[src/rtl/dapuf_pkg.sv]
// Shared types and helpers for the DAPUF evaluation controller.
// Holds the FSM state encoding, the default challenge width and the
// majority/stability rules applied to the count of sampled ones.
package dapuf_pkg;

  localparam int CHAL_W_DEF = 64;

  typedef enum logic [1:0] {
    IDLE   = 2'd0,
    SETTLE = 2'd1,
    FIRE   = 2'd2,
    DONE   = 2'd3
  } state_t;

  // Majority vote: more than half of the n evaluations sampled a one.
  function automatic logic maj_bit(input int ones, input int n);
    return (ones > (n / 2));
  endfunction

  // Stable when every evaluation produced the same value.
  function automatic logic all_agree(input int ones, input int n);
    return ((ones == 0) || (ones == n));
  endfunction

endpackage

[src/rtl/dapuf_sync2.sv]
// Two-flop synchronizer for an asynchronous PUF output into the clk domain.
// Latency: 2 cycles from a stable input to q.
// Backpressure: none, free-running every cycle.
module dapuf_sync2 (
  input  logic clk,
  input  logic rst,
  input  logic d,
  output logic q
);

  logic meta;

  // Two back-to-back flops; only the second stage is consumed downstream.
  always_ff @(posedge clk) begin
    if (rst) begin
      meta <= 1'b0;
      q    <= 1'b0;
    end else begin
      meta <= d;
      q    <= meta;
    end
  end

endmodule

[src/rtl/dapuf_ctrl.sv]
// DAPUF initiator: takes a challenge, fires NUM_EVAL excite pulses, majority-votes the response.
// Latency: NUM_EVAL*(SETTLE_CYC+EVAL_CYC) cycles from accept edge to resp_valid.
// Backpressure: chal_ready only in IDLE; result held in DONE until resp_ready, excite kept low.
module dapuf_ctrl
  import dapuf_pkg::*;
#(
  parameter int CHAL_W     = CHAL_W_DEF,
  parameter int NUM_EVAL   = 15,
  parameter int SETTLE_CYC = 4,
  parameter int EVAL_CYC   = 8
) (
  input  logic                          clk,
  input  logic                          rst,
  input  logic                          chal_valid,
  output logic                          chal_ready,
  input  logic [CHAL_W-1:0]             chal_in,
  output logic [CHAL_W-1:0]             puf_challenge,
  output logic                          puf_exciteL,
  output logic                          puf_exciteR,
  input  logic                          puf_response,
  output logic                          resp_valid,
  input  logic                          resp_ready,
  output logic                          resp_bit,
  output logic [$clog2(NUM_EVAL+1)-1:0] resp_ones,
  output logic                          resp_stable,
  output logic                          busy
);

  localparam int CNT_W   = $clog2(NUM_EVAL + 1);
  localparam int CYC_MAX = (SETTLE_CYC > EVAL_CYC) ? SETTLE_CYC : EVAL_CYC;
  localparam int CYC_W   = $clog2(CYC_MAX + 1);

  state_t           state_q, state_nxt;
  logic [CYC_W-1:0] cyc_q;
  logic [CNT_W-1:0] eval_q;
  logic [CNT_W-1:0] ones_q;
  logic [CNT_W-1:0] ones_inc;
  logic             excite_q;
  logic             resp_s;
  logic             accept;
  logic             settle_end;
  logic             fire_end;
  logic             last_eval;

  dapuf_sync2 u_sync (
    .clk (clk),
    .rst (rst),
    .d   (puf_response),
    .q   (resp_s)
  );

  // Reset holds chal_ready low even though the state register already reads IDLE.
  assign chal_ready  = (state_q == IDLE) && !rst;
  assign busy        = (state_q != IDLE);
  assign resp_valid  = (state_q == DONE);
  assign puf_exciteL = excite_q;
  assign puf_exciteR = excite_q;
  assign ones_inc    = ones_q + CNT_W'(resp_s);

  // State register.
  always_ff @(posedge clk) begin
    if (rst) begin
      state_q <= IDLE;
    end else begin
      state_q <= state_nxt;
    end
  end

  // Next-state logic and phase-boundary strobes.
  always_comb begin
    state_nxt  = state_q;
    accept     = 1'b0;
    settle_end = 1'b0;
    fire_end   = 1'b0;
    last_eval  = 1'b0;
    case (state_q)
      IDLE: begin
        if (chal_valid && chal_ready) begin
          accept    = 1'b1;
          state_nxt = SETTLE;
        end
      end
      SETTLE: begin
        if (cyc_q == CYC_W'(SETTLE_CYC - 1)) begin
          settle_end = 1'b1;
          state_nxt  = FIRE;
        end
      end
      FIRE: begin
        if (cyc_q == CYC_W'(EVAL_CYC - 1)) begin
          fire_end = 1'b1;
          if (eval_q == CNT_W'(NUM_EVAL - 1)) begin
            last_eval = 1'b1;
            state_nxt = DONE;
          end else begin
            state_nxt = SETTLE;
          end
        end
      end
      DONE: begin
        if (resp_ready) begin
          state_nxt = IDLE;
        end
      end
      default: state_nxt = IDLE;
    endcase
  end

  // Datapath: challenge latch, phase/eval/ones counters, excite flop, result registers.
  always_ff @(posedge clk) begin
    if (rst) begin
      puf_challenge <= '0;
      excite_q      <= 1'b0;
      cyc_q         <= '0;
      eval_q        <= '0;
      ones_q        <= '0;
      resp_bit      <= 1'b0;
      resp_ones     <= '0;
      resp_stable   <= 1'b0;
    end else begin
      // Excite follows the upcoming state so it is high exactly in FIRE cycles.
      excite_q <= (state_nxt == FIRE);

      if (accept) begin
        puf_challenge <= chal_in;
        eval_q        <= '0;
        ones_q        <= '0;
      end

      if (accept || settle_end || fire_end) begin
        cyc_q <= '0;
      end else if ((state_q == SETTLE) || (state_q == FIRE)) begin
        cyc_q <= cyc_q + CYC_W'(1);
      end

      if (fire_end) begin
        ones_q <= ones_inc;
        eval_q <= eval_q + CNT_W'(1);
      end

      // Results latch once on DONE entry and persist after the handshake.
      if (last_eval) begin
        resp_ones   <= ones_inc;
        resp_bit    <= maj_bit(int'(ones_inc), NUM_EVAL);
        resp_stable <= all_agree(int'(ones_inc), NUM_EVAL);
      end
    end
  end

endmodule

[config.mk]
export PLATFORM = sky130hd
export DESIGN_NAME = dapuf_ctrl
export DESIGN_NICKNAME = d
export VERILOG_FILES = /design/src/rtl/dapuf_pkg.sv /design/src/rtl/dapuf_sync2.sv /design/src/rtl/dapuf_ctrl.sv
export SDC_FILE = /design/constraint.sdc
export NUM_CORES = 1
export LEC_CHECK = 0
export CORE_ASPECT_RATIO = 0.8
export CORE_MARGIN = 3
export CORE_UTILIZATION = 46
export DETAILED_ROUTE_END_ITERATION = 7
export PLACE_DENSITY = 0.87
export SYNTH_ARGS = -nofsm -noshare
export SYNTH_HDL_FRONTEND = slang
export SYNTH_HIERARCHICAL = 1
export SYNTH_SLANG_ARGS = --single-unit
[constraint.sdc]
create_clock -name clk -period 3.9 [get_ports clk]
set_clock_uncertainty 0.05 [all_clocks]
set_input_delay 0.39 -clock clk [delete_from_list [all_inputs] [get_ports clk]]
set_output_delay 0.39 -clock clk [all_outputs]
set_load 0.01 [all_outputs]
==> results of run 1 <==
synth_stat cells, types with 2 or more instances:
library cell	n
a211oi_1	2
a21oi_1	6
a22oi_1	2
buf_2	9
buf_4	4
clkbuf_1	13
dfxtp_1	87
ha_1	10
inv_1	4
mux2i_1	5
nand2_1	67
nand2b_1	64
nand3_1	3
nand3b_1	3
nor2_1	22
nor2b_1	3
nor3_1	4
o21a_1	2
o21ai_0	68
xor2_1	4
worst register-to-register path, delay by kind of cell (launching register included):
family / cells / cell delay, ns
DFF: 1 / 0.34
adders and majority gates: 1 / 0.21
buffers and inverters: 2 / 0.64
and+or+nand+nor: 1 / 0.82
AOI/OAI and AO/OA: 1 / 0.15
layout make-up:
| type | instances | share of cell area |
|---|---|---|
| multi-input cells | 283 | 0.314 |
| inverters | 4 | 0.00293 |
| well taps | 101 | 0.0247 |
| clock buffers | 11 | 0.0257 |
| clock inverters | 5 | 0.0110 |
| flip-flops and latches | 87 | 0.340 |
| repair buffers | 145 | 0.281 |
power by group through the flow:
stage	combinational (uW)	sequential [uW]	clock (uW)
finish	328	979	601
global route	356	986	646
CTS	332	979	615
detailed placement	330	999	0
global placement	322	997	0
floorplan	102	1020	0
state kept, by name (all words and copies together) (netlist names), 2 cells and up:
register	cells
cyc_q	4
eval_q	4
ones_q	4
puf_challenge	64
resp_ones	4
state_q	2
cell usage in the layout, fill, tap and decap left out, types with 3 or more instances in the layout:
cell	synthesis	routed
clkdlybuf4s50_1	0	142
nand3b_1	3	3
ha_1	10	10
mux2i_1	5	5
nand2b_1	64	64
nor3_1	4	4
dfxtp_1	87	87
clkbuf_8	0	9
nor2b_1	3	3
xor2_1	4	4
o21ai_0	68	68
inv_1	4	4
nand3_1	3	3
a21oi_1	6	6
nand2_1	67	67
nor2_1	22	22
cell families (layout without fill, tap and decap cells):
kind of cell,after synthesis,count (layout)
simple gates,176,176
xor+xnor,5,5
mux,5,5
flops,87,87
buf+inv,31,165
compound gates,87,87
fa+ha+maj,10,10
metal layers:
layer | share of wire | track usage | vias to the layer above
met2 | 0.48 | 0.327 | 113
met4 | 0.0094 | 0.0424 | 0
li1 | - | - | 1567
met3 | 0.076 | 0.0652 | 12
met1 | 0.44 | 0.241 | 1368
met5 | 0 | 0 | -
worst max path at each step:
stage | end | from | depth (start not counted) | slack [ns]
after floorplan | puf_challenge[57] | state_q[1] | 9 | 2.22
after global placement | puf_challenge[47] | chal_valid | 4 | 1.48
after detailed placement | puf_challenge[62] | chal_valid | 4 | 1.40
after CTS | puf_challenge[6] | state_q[0] | 5 | 1.58
after global routing | puf_challenge[6] | state_q[1] | 5 | 1.34
final | puf_challenge[6] | state_q[0] | 5 | 1.57
per-stage QoR:
| stage | worst slack (ns) | hold WS, ns | utilization | area [um2] | total power [uW] |
|---|---|---|---|---|---|
| after global routing | 1.34 | 0.432 | 0.718 | 5120 | 1990 |
| after floorplan | 2.22 | 0.364 | - | 3490 | 1120 |
| after global placement | 1.48 | 0.370 | 0.692 | 4930 | 1320 |
| after detailed placement | 1.40 | 0.397 | 0.692 | 4930 | 1330 |
| final | 1.57 | 0.419 | 0.718 | 5120 | 1910 |
| after CTS | 1.58 | 0.420 | 0.718 | 5120 | 1930 |
==> results.md, run 1 <==
- First-pass iteration count of the detailed router: 5
- First-pass GRT wire length: roughly 14,000 um
- Asr flop ratio synth: 0
- Syn_nets: 480
- Status: complete, no violations
- Reg area: 1740 um2
- Die X: between 100 and 150 um
- Rows: 27
- Post-CTS Resized: 0
- P&R area growth vs syn: 46.8%
- DRC violations left: 0
- Mux cell area share after synthesis: 0.0143
- R2R Setup Slk: roughly 1.6 ns
- Final Hold Violating Endpoints: 0
- Post-synthesis xor/xnor area fraction: 0.0125
- Seq/Total Area, Yosys: 0.499
- Cell taking the most area after synthesis: dfxtp_1
- Avg Cell Area, Syn: ~8.7 um2
- Hold path depth: 1
- Gp weighted congestion: roughly 0.84
- Sequential power share: 0.513
- Vias in the first global route: roughly 3,000
- RSZ-0062 raised after global routing: no
- Via count: roughly 3,100
- Total clock sinks: 87
- Slew headroom: 0.368
- PD cells: approximately 370 nW/um2
- Chip height: between 80 and 90 um
- Setup violators final: 0
- Switching Fraction: 0.246
- Root Buffer: clkbuf_8
- Post-CTS Hold Buffers: 0
- Layout cell share with drive strength beyond 1: 0.0430
- Largest net degree at the start of global routing: 94
- Worst-path cell chain: inv_1, ha_1, and3b_4, buf_4, o21ai_0
- Crit-path max FO: between 90 and 100
- Max-slew violation count: 0
- Worst Path Class, Setup: reg -> reg
- Vias per cell: around 4.8
- Area occupied by multi-input gates: roughly 1600 um2
- CTS clk-pin slew, worst paths: ~0.08 ns
- Setup bufs post-CTS: 0
- Capture point of the worst reg-to-reg path: puf_challenge[6]
- Worst Setup Start Kind: flop
- WP buf/inv: 2
- Combinational Power Share: 0.172
- Layout filler cell count: 545
- Pint: between 1000 and 1500 uW
- Kind of cell adding the most delay to the critical path: simple AND/OR/NAND/NOR gates
- DR WL/cell: around 14 um
- Dpl hpwl: 6340 um
- Clock latency on the worst-skew pair: about 0.34 ns
- Core ar.: between 7000 and 8000 um2
- Non-Filler Instances: ~640
- Adder-cell share of the synthesized area: 0.0359
- WHS Endpoint: u_sync/q
- Top cell type's share of synthesized area: 0.499
- Psw: between 400 and 500 uW
- Die ar.: a little under 9000 um2
- Reg2reg start: state_q[0]
- DR iter-0 viols: 83
- Max Root-Sink Buffers: 2
- Hold path start: u_sync/meta
- DP Cell Count: 620
- Simple-Gate Fraction of Synth Area: 0.261
- Post-Route WL: around 8700 um
- Worst EP required: around 4 ns
- NumNets Final: around 610
- Total congestion overflow: 0
- Slowest stage cell, crit path: and3b_4
- Worst-Margin Slew: around 0.95 ns
- Synth Cell Area: around 3500 um2
- Max-cap violation count: 0
- Max Freq: approximately 430 MHz
- Ports: about 140
- CP Data Arrival Time: between 2 and 2.5 ns
- Final min period: roughly 2.3 ns
- Pleak: 0.00191 uW
- Main flop type after synthesis: dfxtp_1
- Tcrit/Tclk final: 0.598
- Worst IR Drop VDD: between 0.0002 and 0.00025 V
- Post-synthesis compound-gate area fraction: 0.136
- Yosys cell types: 39
- Crit-path max cell delay: around 0.82 ns
- Endpoint type of the worst setup path: flop
- Ant diodes: 0
- CTS tree: done
- PortBufs: around 140
- Largest family of logic cells by synthesized area: simple AND/OR/NAND/NOR gates
- Reg2reg path depth: 5
- CTS Buf Count: 9
- Post-synthesis register bit count: 87
- H-Tree Level Count: 3
- Global Route Usage Sum: 0.195
- Synthesized instance count: 401
- Yosys warning total: 6
- Starting Density: 0.490
- Initial antenna violation count: 0
- Setup_tns: 0 ns
- Worst min-delay path class: reg -> reg
- EDFF count, synth: 0
- DRT antenna net count: 0
- Synth area leaders: dfxtp_1 50%, nand2b_1 11%, o21ai_0 9.8%
- Clock network fraction of design power: 0.315
Note: power is estimated with default switching activity, not from simulation.
==> run 2: changes to the inputs <==
Settings changed: CORE_UTILIZATION 46 to 43, PLACE_DENSITY 0.87 to 0.82.
Clock period 3.9 ns to 2.3 ns, I/O delays scaled along.
==> run 2 against run 1 <==
  * Global-route usage is 0.59 points lower
  * Power is 70% higher
  * Wire length is 0.35% lower
  * Clock power is 71% higher
  * Worst setup slack worse by 1.3 ns
  * Non-clock buffer count is 1 higher
  * Critical endpoint is now chal_ready
  * Largest power group unchanged
==> results.md, run 2 (same netlist as run 1, synthesis figures left out) <==
- Worst min-delay path class: in -> reg
- PD cells: 632 nW/um2
- Total congestion overflow: 0
- Initial antenna violation count: 0
- Clock latency on the worst-skew pair: approximately 0.35 ns
- CTS Buf Count: 9
- Commonest non-fill, non-tap cells in the layout: 142 x clkdlybuf4s50_1, 87 x dfxtp_1, 68 x o21ai_0
- Max Root-Sink Buffers: 2
- Worst Path Class, Setup: reg -> out
- DR iter-0 viols: approximately 110
- CTS clk-pin slew, worst paths: approximately 0.080 ns
- Worst Setup Start Kind: flop
- Layout filler cell count: 656
- Root Buffer: clkbuf_8
- Max-slew violation count: 0
- Kind of cell adding the most delay to the critical path: buffers and inverters
- CP Data Arrival Time: between 1.5 and 2 ns
- CTS tree: done
- Die X: 107 um
- Tcrit/Tclk final: 0.874
- Largest net degree at the start of global routing: 76
- Setup bufs post-CTS: 0
- Vias in the first global route: ~3,000
- Ant diodes: 0
- Biggest register: puf_challenge
- Number of flip-flops in the largest register: 64
- Chip height: approximately 87 um
- PortBufs: between 100 and 150
- Status: complete, no violations
- Crit-path max FO: 4
- Post-route design area: between 5000 and 6000 um2
- RSZ-0062 raised after global routing: no
- Most common cell after layout, fill and taps aside: clkdlybuf4s50_1
- WP buf/inv: 3
- DRC violations left: 0
- Setup_tns: 0 ns
- H-Tree Level Count: 3
- DR WL/cell: about 14 um
- Final Hold Violating Endpoints: 0
- Crit-path max cell delay: about 0.55 ns
- Worst EP required: 2.02 ns
- Dpl hpwl: between 6000 and 7000 um
- Layout cell share with drive strength beyond 1: 0.0449
- Via count: roughly 3,100
- Post-Route WL: 8700 um
- Hold path depth: 3
- Placed inst area: ~5000 um2
- Ports: roughly 140
- DRT antenna net count: 0
- Starting Density: 0.457
- Crit path depth: 5
- Max-cap violation count: 0
- Reg2reg path depth: 6
- WHS: around 0.33 ns
- First-pass iteration count of the detailed router: 4
- Global Route Usage Sum: 0.189
- Total clock sinks: 87
- Post-CTS Resized: 0
- Endpoint type of the worst setup path: output port
- Worst-Margin Slew: ~0.56 ns
- Worst-path cell chain: inv_1, ha_1, inv_1, nor2_1, clkdlybuf4s50_1
- First-pass GRT wire length: ~14,000 um
- Crit path top cell by count: inv_1
- Pleak: 0.00192 uW
- Slew headroom: 0.628
- P&R area growth vs syn: 47.4%
- Slowest stage cell, crit path: clkdlybuf4s50_1
- Total power: between 3000 and 4000 uW
- Gp weighted congestion: about 0.84
- Post-CTS Hold Buffers: 0
- NumNets Final: 610
- Worst IR Drop VDD: 0.000324 V
- Setup violators final: 0
- Final min period: ~2.0 ns
- Max Freq: 497 MHz
- Core ar.: around 7600 um2
- Rows: 28
- Vias per cell: approximately 4.9
- Die ar.: approximately 9000 um2
-- run 2: cell types whose count changed in the layout (fill, tap and decap cells not counted) --
cell	previous run	this run
inv_6	1	0
clkbuf_8	9	10
buf_12	0	1
clkbuf_1	2	0
-- run 2: final timing paths --
| check | from | end | slack (ns) |
|---|---|---|---|
| hold reg to reg | u_sync/meta | u_sync/q | 0.41 |
| setup reg to reg | state_q[0] | puf_exciteL | 0.48 |
| hold / removal | rst | puf_challenge[21] | 0.33 |
| setup / recovery | state_q[0] | chal_ready | 0.29 |
-- run 2: worst min-delay path, cell delays in order --
cell and delay, ns:
buf_2 0.25, nand2b_1 0.14, o21ai_0 0.06
-- run 2: metal layers --
layer,track usage,vias up,wire length (um)
met5,0,-,0
li1,-,1572,-
met4,0.0650,0,102
met3,0.0685,9,682
met2,0.325,104,4190
met1,0.220,1417,3730
-- run 2: stage by stage --
stage,setup WS (ns),std cells,utilization
after global placement,0.591,625,0.649
after detailed placement,0.525,625,0.649
after floorplan,0.621,401,-
after CTS,0.264,639,0.673
after global routing,0.191,639,0.673
final,0.290,639,0.673
-- run 2: power breakdown --
group	total (uW)	switching, uW	internal (uW)	leakage, uW
Clock	1030	516	516	0.0000940
Sequential	1660	51.1	1610	0.000714
Combinational	565	229	335	0.00112
-- run 2: layout make-up --
type                    instances  area [um2]  share of cell area
clock inverters                 4        47.5             0.00924
flip-flops and latches         87        1740               0.339
inverters                       4        15.0             0.00292
repair buffers                146        1460               0.284
multi-input cells             283        1610               0.313
clock buffers                  10         138              0.0268
well taps                     105         131              0.0255
